**config.mk**
```make
export PLATFORM = sky130hd
export DESIGN_NAME = sra_operand_feeder
export DESIGN_NICKNAME = d
export VERILOG_FILES = /design/src/rtl/sra_operand_feeder.sv
export SDC_FILE = /design/constraint.sdc
export NUM_CORES = 1
export LEC_CHECK = 0
export CAP_MARGIN = 40
export CORE_MARGIN = 4
export CORE_UTILIZATION = 55
export CTS_CLUSTER_SIZE = 20
export DETAILED_ROUTE_END_ITERATION = 6
export GPL_ROUTABILITY_DRIVEN = 0
export GPL_TIMING_DRIVEN = 0
export HOLD_SLACK_MARGIN = 0.05
export PLACE_DENSITY = 0.85
export SYNTH_ARGS = -nofsm -noshare
export SYNTH_HDL_FRONTEND = slang
export SYNTH_SLANG_ARGS = --single-unit
```
**constraint.sdc**
```tcl
create_clock -name clk -period 4.6 [get_ports clk]
set_clock_uncertainty 0.2 [all_clocks]
set_input_delay 1.38 -clock clk [delete_from_list [all_inputs] [get_ports clk]]
set_output_delay 1.38 -clock clk [all_outputs]
set_load 0.01 [all_outputs]
```
**src/rtl/sra_operand_feeder.sv**
```systemverilog
// Operand feeder for the SRA datapath: buffers signed operand pairs in a small FIFO
// and issues one pair per FRAME-cycle operation frame, holding it stable for the frame.
module sra_operand_feeder #(
    parameter int MSB   = 15,
    parameter int DEPTH = 4,
    parameter int FRAME = 5
) (
    input  logic                     clk,
    input  logic                     reset,
    input  logic                     in_valid,
    output logic                     in_ready,
    input  logic [MSB:0]             in_a,
    input  logic [MSB:0]             in_b,
    output logic [MSB:0]             In1,
    output logic [MSB:0]             In2,
    output logic                     op_start,
    output logic                     frame_last,
    output logic                     busy,
    output logic [$clog2(DEPTH):0]   fifo_count
);

    localparam int AW = $clog2(DEPTH);
    localparam int CW = AW + 1;
    localparam int FW = $clog2(FRAME);
    localparam logic [FW-1:0] FCNT_LAST = FW'(FRAME - 1);
    localparam logic [CW-1:0] FULL      = CW'(DEPTH);

    localparam logic [0:0] IDLE = 1'b0;
    localparam logic [0:0] RUN  = 1'b1;

    logic [MSB:0]    mem_a [DEPTH];
    logic [MSB:0]    mem_b [DEPTH];
    logic [AW-1:0]   wr_ptr;
    logic [AW-1:0]   rd_ptr;
    logic [CW-1:0]   count;
    logic [0:0]      state;
    logic [FW-1:0]   fcnt;
    logic            push;
    logic            pop;
    logic            frame_end;

    // Handshake: a pair transfers on a rising edge where in_valid && in_ready.
    // in_ready depends only on occupancy, so a full FIFO never accepts even when popping.
    assign in_ready  = reset && (count < FULL);
    assign push      = in_valid && in_ready;
    assign frame_end = (state == RUN) && (fcnt == FCNT_LAST);
    // Decisions use pre-edge occupancy; a same-edge push is seen one edge later.
    assign pop       = (count != '0) && ((state == IDLE) || frame_end);

    assign busy       = (state == RUN);
    assign frame_last = frame_end;
    assign fifo_count = count;

    always_ff @(posedge clk) begin
        if (push) begin
            mem_a[wr_ptr] <= in_a;
            mem_b[wr_ptr] <= in_b;
        end
    end

    // Pointers wrap naturally because DEPTH is a power of two.
    always_ff @(posedge clk) begin
        if (!reset) begin
            wr_ptr <= '0;
            rd_ptr <= '0;
            count  <= '0;
        end else begin
            if (push) wr_ptr <= wr_ptr + 1'b1;
            if (pop)  rd_ptr <= rd_ptr + 1'b1;
            case ({push, pop})
                2'b10:   count <= count + 1'b1;
                2'b01:   count <= count - 1'b1;
                default: count <= count;
            endcase
        end
    end

    always_ff @(posedge clk) begin
        if (!reset) begin
            state    <= IDLE;
            fcnt     <= '0;
            op_start <= 1'b0;
            In1      <= '0;
            In2      <= '0;
        end else begin
            op_start <= 1'b0;
            if (pop) begin
                In1      <= mem_a[rd_ptr];
                In2      <= mem_b[rd_ptr];
                op_start <= 1'b1;
                fcnt     <= '0;
                state    <= RUN;
            end else if (state == RUN) begin
                if (frame_end) begin
                    state <= IDLE;
                    fcnt  <= '0;
                end else begin
                    fcnt <= fcnt + 1'b1;
                end
            end
        end
    end

endmodule

```
==> run_results.csv, run 1 <==
group,metric,value,unit
outcome,outcome,"finished, final reports clean",
power,share_seq_of_total_power,42.2,%
timing,tns,0,ns
timing,period_minus_slack,3.96,ns
power,finalPower,0.00479,W
setup_path,crit_cells,4,
power,clkPwrFrac,32.7,%
timing,fmax,253,MHz
placement,portBuffers,72,
drt,drc,0,
setup_path,rr_endpoint,"fifo_count[2]",
floorplanning,fp.dieArea,13500,um2
clock_network,numClockSinks,172,
min_path,hold_depth,2,
synth,synthTopCellsByArea,"edfxtp_1 (60%), dfxtp_1 (14%), mux4_2 (7.0%), mux4_1 (4.9%), o2bb2ai_1 (4.4%)",
grt,gr-usage-all-layers,20.1,%
synth,syn_nets,384,
timing,finalMaxSlewViolations,0,
clock_network,postCtsSetupRepairBufs,0,
grt,overflow,0,
placement,dp_slack,0.659,ns
setup_path,cp_max_fo,10,
timing,setup_viol,0,
floorplanning,design.portCount,74,
setup_path,cpLargestDelayFamily,"buffers and inverters",
clock_network,cts_tree,"built",
floorplanning,die_y,116,um
synth,synth_edf_count,128,
synth,ys_ff_latch,172,
power,p_leak,2.69,nW
timing,fin_ws,0.644,ns
finish,synthToLayoutAreaGrowth,26.0,%
drt,drt-wirelength-per-cell,20.7,um
synth,synth_cells,341,
drt,ant_nets,0,
setup_path,crit_type,"in2out",
grt,first_global_vias,3660,
finish,fin_area,8080,um2
floorplanning,die_w,116,um
synth,ys_seq_area_share,73.6,%
finish,multi_input_area,1540,um2
setup_path,timing.rr.start,"fcnt[0]",
clock_network,holdBufCountCts,0,
drt,firstDrtPassIters,5,
drt,viasPerCell,5.75,
power,internal-power,0.00353,W
clock_network,htreeDepth,4,
finish,post-route-util,70.8,%
floorplanning,num_rows,39,
timing,worst_pin_slew,0.676,ns
finish,n_antenna_cell,0,
timing,finalHoldViolCount,0,
setup_path,reg2reg_depth,10,
setup_path,cp_slowest_cell,"clkdlybuf4s50_1",
setup_path,max_stage_delay,0.54,ns
placement,place_area,7430,um2
synth,synth.avg_cell_area,18.8,um2
min_path,hp-class,"reg2reg",
finish,final_nets,479,
placement,hpwl,7.70,mm
synth,synth_area_leader_cell,"edfxtp_1",
grt,grt_max_degree,21,
power,swShare,26.3,%
synth,async_flop_share,0,%
synth,yosysWarnings,0,
finish,fillCellCount,741,
setup_path,r2r_setup_slack,1.69,ns
clock_network,worstSkewPairLatency,0.42,ns
min_path,whs_endpoint,"In1[13]",
clock_network,cts_resized,0,
synth,syn_area,6420,um2
setup_path,crit_chain,"buf_2 > inv_2 > nor2_1 > clkdlybuf4s50_1",
grt,grt_pass1_wl,19.7,mm
synth,yosys.area.top_type_share,59.9,%
timing,rsz0062_at_grt,"no",
timing,slew_headroom,54.9,%
timing,fin_crit_sh,86.0,%
setup_path,cp.arrival,2.38,ns
setup_path,crit_path_start_kind,"input pin",
min_path,hold_start,"In1[13]",
setup_path,worstSetupEndpointType,"output pin",
power,vdd_drop_max,0.299,mV
clock_network,path_clk_slew,0.06,ns
drt,drt_iter0_drc,221,
power,p_switching,0.00126,W
clock_network,cts_buffers,17,
finish,regArea,4720,um2
drt,drt-total-wl,12.3,mm
clock_network,cts_root_buf,"clkbuf_16",
setup_path,crit_buf_inv,3,
floorplanning,core,11400,um2
setup_path,worstPathRequired,3.02,ns
clock_network,cts_buffer_depth,2,
run,drv_cap,0,
power,cellPowerDensity,593,nW/um2
floorplanning,start_util,56.2,%
synth,synth_flop_cell,"edfxtp_1",
finish,drive_gt1_share,17.4,%
drt,vias,3406,
synth,yosysUniqueCellTypes,33,
grt,antenna_found_initial,0,
power,p_comb_share,25.1,%
## worst max path at each step
| stage | slack, ns | startpoint | to |
|---|---|---|---|
| 4_1_cts | 0.65 | reset | in_ready |
| 3_5_place_dp | 0.66 | reset | in_ready |
| 6_report | 0.64 | reset | in_ready |
| 2_1_floorplan | 1.24 | reset | fifo_count[2] |
| 5_1_grt | 0.58 | reset | in_ready |
| 3_3_place_gp | 0.37 | in_valid | mem_a[3][8] |
## routing by layer
| layer | wire, um | global-route usage [%] | part of all wire [%] |
|---|---|---|---|
| met1 | 4750 | 24.5 | 39 |
| met3 | 618 | 5.22 | 5.0 |
| met5 | 0 | 0 | 0 |
| met4 | 255 | 8.20 | 2.1 |
| met2 | 6640 | 34.5 | 54 |
## metrics by stage
stage | cells | hold slack (ns)
after global routing | 592 | 0.283
after detailed placement | 560 | 0.254
after global placement | 556 | 0.247
after floorplan | 341 | 0.286
final | 592 | 0.259
after CTS | 592 | 0.263
## power groups by stage
stage | registers [W] | clock network [W] | logic, W
2_1_floorplan | 0.00209 | 0 | 0.000605
3_3_place_gp | 0.00204 | 0 | 0.00113
3_5_place_dp | 0.00205 | 0 | 0.00119
4_1_cts | 0.00202 | 0.00159 | 0.00121
5_1_grt | 0.00205 | 0.00166 | 0.00130
6_report | 0.00202 | 0.00157 | 0.00120
## cell families (layout without fill, tap and decap cells)
| logic type | count (synthesis) | count (layout) | synth area share, % |
|---|---|---|---|
| AND/OR/NAND/NOR | 53 | 53 | 3.80 |
| buffers and inverters | 26 | 134 | 2.44 |
| XOR/XNOR | 4 | 4 | 0.546 |
| AO/OA/AOI/OAI | 43 | 43 | 5.48 |
| flip-flops | 172 | 172 | 73.6 |
| multiplexers | 35 | 35 | 12.4 |
| adder cells (fa/ha/maj) | 8 | 8 | 1.68 |
## placed cells by master, fill, tap and decap left out, drive strengths merged, types with 2 or more instances in the layout
| cell type | instances |
|---|---|
| nand2 | 34 |
| o21ai | 3 |
| xnor2 | 2 |
| dfxtp | 44 |
| o31ai | 2 |
| mux2i | 2 |
| xor2 | 2 |
| clkinv | 6 |
| or3 | 2 |
| nor2 | 7 |
| clkdlybuf4s50 | 72 |
| nor3 | 3 |
| bufinv | 6 |
| mux4 | 32 |
| and2 | 4 |
| a21oi | 4 |
| edfxtp | 128 |
| clkbuf | 25 |
| buf | 17 |
| inv | 8 |
| ha | 7 |
| o2bb2ai | 32 |
## registers in the layout, indices dropped and copies added (netlist names)
| register | flops |
|---|---|
| mem_a | 64 |
| mem_b | 64 |
| In1 | 16 |
| In2 | 16 |
| fcnt | 3 |
| fifo_count | 3 |
| rd_ptr | 2 |
| wr_ptr | 2 |
| busy | 1 |
| op_start | 1 |
## area by class of cell
class / instances / share of cell area [%]
flip-flops and latches: 172 / 58.4
well taps: 143 / 2.21
repair buffers: 76 / 10.3
clock inverters: 13 / 2.72
clock buffers: 19 / 5.36
multi-input cells: 143 / 19.1
plain buffers: 19 / 1.58
inverters: 7 / 0.356
## cell usage after synthesis (all sizes together), types with 3 or more instances
master	n
o21ai	3
nand2	34
and2	4
inv	7
a21oi	4
mux4	32
edfxtp	128
nor2	7
buf	13
o2bb2ai	32
dfxtp	44
ha	7
clkbuf	6
nor3	3
## worst min-delay path, delay by kind of cell (launching register included)
kind | cells | cell delay [ns]
DFF | 1 | 0.31
AOI/OAI and AO/OA | 1 | 0.06
and+or+nand+nor | 1 | 0.05
Power figures use the tool's default switching activity.
==> run 2: changes to the inputs <==
ABC_CLOCK_PERIOD_IN_PS = 3560   (was default)
CORE_UTILIZATION = 50   (was 55)
PLACE_DENSITY = 0.82   (was 0.85)
clock period = 3.56 ns   (was 4.6 ns; I/O delays follow)
==> run_results.csv, run 2 (synthesis gave the netlist of run 1 again) <==
group,metric,value,unit
finish,n_antenna_cell,0,
clock_network,cts_root_buf,"clkbuf_16",
floorplanning,core,12600,um2
setup_path,cp_max_fo,10,
power,p_leak,2.68,nW
drt,viasPerCell,5.38,
finish,synthToLayoutAreaGrowth,26.5,%
clock_network,cts_buffers,17,
min_path,hold_start,"In1[14]",
setup_path,cp.arrival,2.04,ns
finish,post-route-util,64.6,%
clock_network,cts_resized,0,
run,drv_cap,0,
clock_network,cts_buffer_depth,2,
timing,period_minus_slack,3.31,ns
floorplanning,start_util,51.1,%
timing,worst_pin_slew,0.681,ns
placement,dp_slack,0.0306,ns
floorplanning,num_rows,41,
clock_network,path_clk_slew,0.06,ns
setup_path,max_stage_delay,0.54,ns
setup_path,worstSetupEndpointType,"output pin",
clock_network,worstSkewPairLatency,0.42,ns
power,cellPowerDensity,758,nW/um2
grt,overflow,0,
clock_network,cts_tree,"built",
timing,finalHoldViolCount,0,
timing,finalMaxSlewViolations,0,
clock_network,htreeDepth,4,
timing,fmax,303,MHz
setup_path,timing.rr.start,"fcnt[0]",
drt,vias,3344,
setup_path,cp_slowest_cell,"clkdlybuf4s50_1",
grt,antenna_found_initial,0,
timing,fin_crit_sh,92.8,%
power,vdd_drop_max,0.431,mV
grt,first_global_vias,3550,
setup_path,reg2reg_depth,10,
finish,top_regs,"mem_a x64, mem_b x64",
finish,final_common_cell,"edfxtp_1",
floorplanning,fp.dieArea,14700,um2
grt,grt_pass1_wl,19.2,mm
grt,grt_max_degree,18,
timing,slew_headroom,54.6,%
floorplanning,die_w,121,um
clock_network,numClockSinks,172,
clock_network,postCtsSetupRepairBufs,0,
finish,final_cell_mix,"edfxtp_1 (128), clkdlybuf4s50_1 (72), dfxtp_1 (44)",
drt,ant_nets,0,
drt,drt-wirelength-per-cell,19.5,um
placement,portBuffers,72,
placement,hpwl,7.65,mm
finish,drive_gt1_share,17.6,%
drt,drt_iter0_drc,182,
finish,final_nets,479,
setup_path,endpoint,"in_ready",
setup_path,rr_endpoint,"fifo_count[2]",
floorplanning,die_y,121,um
setup_path,critPathLaunch,"reset",
setup_path,worstPathRequired,2.29,ns
min_path,hp-class,"reg2reg",
outcome,outcome,"finished, final reports clean",
finish,fillCellCount,864,
drt,firstDrtPassIters,4,
clock_network,holdBufCountCts,0,
setup_path,crit_chain,"buf_2 > inv_2 > nor2_1 > clkdlybuf4s50_1",
setup_path,crit_type,"in2out",
timing,fin_ws,0.255,ns
timing,rsz0062_at_grt,"no",
drt,drt-total-wl,12.1,mm
grt,gr-usage-all-layers,17.6,%
drt,drc,0,
setup_path,crit_path_start_kind,"input pin",
timing,setup_viol,0,
setup_path,r2r_setup_slack,0.64,ns
floorplanning,design.portCount,74,
## run 2: cell count changes in the layout (fill, tap and decap cells not counted), sizes merged
cell | previous run | this run
bufinv | 6 | 5
clkinv | 6 | 2
clkinvlp | 0 | 3
inv | 8 | 10
## run 2: critical path: cells and delay by family
family / cells / cell delay (ns)
buf+inv: 3 / 0.86
simple gates: 1 / 0.10
## run 2: how the worst min path moves through the flow
stage / to / slack, ns / depth (start not counted)
after detailed placement: In1[14] / 0.25 / 2
after global routing: In1[6] / 0.28 / 2
after floorplan: In1[0] / 0.29 / 2
final: In1[14] / 0.26 / 2
after global placement: In1[10] / 0.25 / 2
after CTS: In1[2] / 0.26 / 2
## run 2: area by class of cell
| type | count | area, um2 | area share, % |
|---|---|---|---|
| plain buffers | 19 | 128 | 1.57 |
| well taps | 172 | 215 | 2.65 |
| clock inverters | 13 | 214 | 2.64 |
| flip-flops and latches | 172 | 4720 | 58.2 |
| repair buffers | 76 | 831 | 10.2 |
| clock buffers | 19 | 433 | 5.34 |
| inverters | 7 | 28.8 | 0.355 |
| multi-input cells | 143 | 1540 | 19.0 |
## run 2: power breakdown
part	leakage, nW	switching [W]	internal [W]
clock network	0.304	0.000753	0.00125
logic	0.853	0.000737	0.000802
registers	1.52	0.000157	0.00245
## run 2: through the flow
stage | cells | power (W) | area [um2] | setup TNS (ns) | hold WS (ns)
after floorplan | 341 | 0.00349 | 6420 | 0 | 0.286
after global placement | 585 | 0.00412 | 7350 | -54.94 | 0.247
after detailed placement | 589 | 0.00421 | 7470 | 0 | 0.253
after CTS | 621 | 0.00621 | 8110 | 0 | 0.262
after global routing | 621 | 0.00641 | 8110 | 0 | 0.285
final | 621 | 0.00615 | 8110 | 0 | 0.258
## run 2: layer usage
metal | GRT usage (%) | share of wire (%)
met3 | 5.41 | 4.7
met4 | 6.09 | 1.2
met1 | 21.9 | 42
met2 | 29.5 | 52
met5 | 0 | 0
==> run 3: changes to the inputs <==
ABC_AREA = 1   (was default)
ABC_CLOCK_PERIOD_IN_PS = 2700   (was 3560)
CORE_UTILIZATION = 51   (was 50)
PLACE_DENSITY = 0.83   (was 0.82)
clock period = 2.7 ns   (was 3.56 ns; I/O delays follow)
==> run_results.csv, run 3 <==
group,metric,value,unit
finish,synthToLayoutAreaGrowth,23.5,%
power,p_leak,3.64,nW
drt,viasPerCell,5.09,
placement,hpwl,9.68,mm
clock_network,cts_root_buf,"clkbuf_16",
setup_path,crit_buf_inv,2,
synth,ys_ff_latch,172,
grt,gr-usage-all-layers,19.5,%
timing,finalMaxSlewViolations,0,
synth,synth_flop_cell,"edfxtp_1",
placement,portBuffers,72,
setup_path,crit_type,"in2reg",
floorplanning,fp.dieArea,15800,um2
clock_network,holdBufCountCts,0,
setup_path,rr_endpoint,"fifo_count[2]",
timing,worst_pin_slew,0.627,ns
grt,antenna_found_initial,0,
grt,grt_pass1_wl,24.2,mm
synth,yosys-top-cells-count,"nand2_1 (206), edfxtp_1 (128), inv_1 (79)",
timing,rsz0062_at_grt,"no",
floorplanning,num_rows,42,
timing,slew_headroom,58.1,%
floorplanning,core,13400,um2
grt,grt_max_degree,25,
finish,post-route-util,65.0,%
clock_network,cts_buffers,17,
synth,syn_area,7060,um2
setup_path,cp_slowest_cell,"clkdlybuf4s50_1",
grt,first_global_vias,4998,
setup_path,endpoint,"fifo_count[2]",
finish,final_common_cell,"nand2_1",
drt,firstDrtPassIters,5,
synth,synth_edf_count,128,
setup_path,timing.rr.start,"fcnt[0]",
synth,synth_cells,697,
clock_network,path_clk_slew,0.07,ns
power,vdd_drop_max,0.621,mV
finish,top_regs,"mem_a x64, mem_b x64",
floorplanning,design.portCount,74,
drt,top_layer_used,"met4",
synth,synthTopCellsByArea,"edfxtp_1 (54%), dfxtp_1 (12%), nand2_1 (11%), nand3_1 (5.0%), inv_1 (4.2%)",
synth,synth_most_common_cell,"nand2_1",
clock_network,numClockSinks,172,
setup_path,critPathLaunch,"in_valid",
outcome,outcome,"finished, final reports clean",
clock_network,cts_buffer_depth,2,
synth,synth_area_leader_cell,"edfxtp_1",
clock_network,cts_tree,"built",
setup_path,crit_path_start_kind,"input pin",
timing,fmax,387,MHz
min_path,hp-class,"reg2reg",
power,cellPowerDensity,945,nW/um2
timing,whs,0.268,ns
synth,ys_seq_area_share,67.0,%
clock_network,worstSkewPairLatency,0.42,ns
setup_path,cp_max_fo,9,
timing,period_minus_slack,2.58,ns
synth,yosysWarnings,0,
finish,final_nets,834,
setup_path,worstPathRequired,2.81,ns
setup_path,reg2reg_depth,14,
finish,drive_gt1_share,12.3,%
synth,syn_nets,740,
setup_path,worstSetupEndpointType,"flop",
floorplanning,die_y,126,um
drt,ant_nets,0,
timing,finalHoldViolCount,0,
drt,vias,4985,
drt,met2_length,7.93,mm
setup_path,max_stage_delay,0.50,ns
setup_path,crit_chain,"clkdlybuf4s50_1 > nand3_2 > ha_1 > fa_1 > inv_1 > nand2_1 > nand3_1 > nand2_1 > nand2_1 > nor2_1",
run,drv_cap,0,
synth,synth.avg_cell_area,10.1,um2
setup_path,cp_common_cell,"nand2_1",
drt,met1_length,6.05,mm
floorplanning,start_util,52.7,%
synth,yosys.area.top_type_share,54.5,%
timing,fin_crit_sh,95.7,%
synth,yosysUniqueCellTypes,22,
setup_path,cpLargestDelayFamily,"adder cells",
synth,async_flop_share,0,%
setup_path,r2r_setup_slack,0.31,ns
drt,wl_met3,1.01,mm
drt,drt-wirelength-per-cell,15.6,um
setup_path,crit_cells,10,
drt,drt-total-wl,15.3,mm
drt,drt_iter0_drc,497,
timing,setup_viol,0,
finish,final_cell_mix,"nand2_1 (206), edfxtp_1 (128), inv_1 (79)",
setup_path,cp.arrival,2.70,ns
clock_network,htreeDepth,4,
floorplanning,die_w,126,um
finish,n_antenna_cell,0,
grt,overflow,0,
drt,drc,0,
## run 3: cell types whose count changed after synthesis, sizes merged, moves of 3 or more
cell and change:
nand2 +174, inv +75, nand3 +71, nor2 +70, or2 +33, mux4 -32, o2bb2ai -32, buf +13
and2 -4, a21oi +3
## run 3: report_power, final
part	internal [W]	switching, W	total (W)
Sequential	0.00322	0.000182	0.00340
Clock	0.00145	0.000967	0.00242
Combinational	0.00104	0.00137	0.00242
Total	0.00571	0.00252	0.00823
## run 3: metal layers
metal | vias up | track usage [%]
li1 | 2409 | -
met1 | 2358 | 22.2
met2 | 180 | 35.6
met3 | 38 | 4.74
met4 | 0 | 7.33
met5 | - | 0
## run 3: final cells by class
class	instances	area (um2)
Sequential cell	172	4720
Fill cell	974	4680
Multi-Input combinational cell	410	1870
Timing Repair Buffer	76	825
Clock buffer	20	437
Inverter	82	308
Tap cell	176	220
Buffer	32	188
Clock inverter	12	148
## run 3: what timing repair did
| action | CTS | global route |
|---|---|---|
| hold endpoints to repair | 0 | 0 |
| gates resized for setup | 2 | 1 |
| endpoints found under the setup margin | 36 | 2 |
| setup buffers | 0 | 0 |
## run 3: worst reg2reg max path, stage by stage (launching register included)
cell     delay (ns)
dfxtp_1        0.33
inv_1          0.07
ha_1           0.20
nand2_1        0.11
nand2_2        0.10
nand2_4        0.24
inv_1          0.08
ha_1           0.23
fa_1           0.40
inv_1          0.08
nand2_1        0.05
nand3_1        0.08
nand2_1        0.06
nand2_1        0.05
nor2_1         0.03
## run 3: how the worst min path moves through the flow
stage               startpoint   endpoint  slack (ns)  cells past startpoint
floorplan            rd_ptr[1]  rd_ptr[1]        0.27                      2
global placement        In1[0]     In1[0]        0.26                      2
detailed placement      In1[0]     In1[0]        0.26                      2
CTS                    In2[12]    In2[12]        0.27                      2
global route            In2[8]     In2[8]        0.29                      2
finish                  In1[0]     In1[0]        0.27                      2
## run 3: cells by family (layout without fill, tap and decap cells)
| family | Yosys count | in the layout | share of synthesized area [%] |
|---|---|---|---|
| flip-flops | 172 | 172 | 67.0 |
| AND/OR/NAND/NOR | 390 | 390 | 23.6 |
| AO/OA/AOI/OAI | 12 | 12 | 0.869 |
| buffers and inverters | 115 | 222 | 7.09 |
| adder cells (fa/ha/maj) | 8 | 8 | 1.52 |
## run 3: metrics by stage
| step | std cells | TNS (ns) | total power [W] | worst slack, ns | instance area (um2) |
|---|---|---|---|---|---|
| final | 980 | 0 | 0.00823 | 0.115 | 8720 |
| after detailed placement | 949 | -45.56 | 0.00587 | -0.498 | 8130 |
| after global routing | 980 | 0 | 0.00863 | 0.0387 | 8720 |
| after floorplan | 697 | -60.42 | 0.00481 | -0.472 | 7060 |
| after CTS | 981 | 0 | 0.00827 | 0.0182 | 8720 |
| after global placement | 945 | -245.29 | 0.00578 | -1.98 | 8000 |
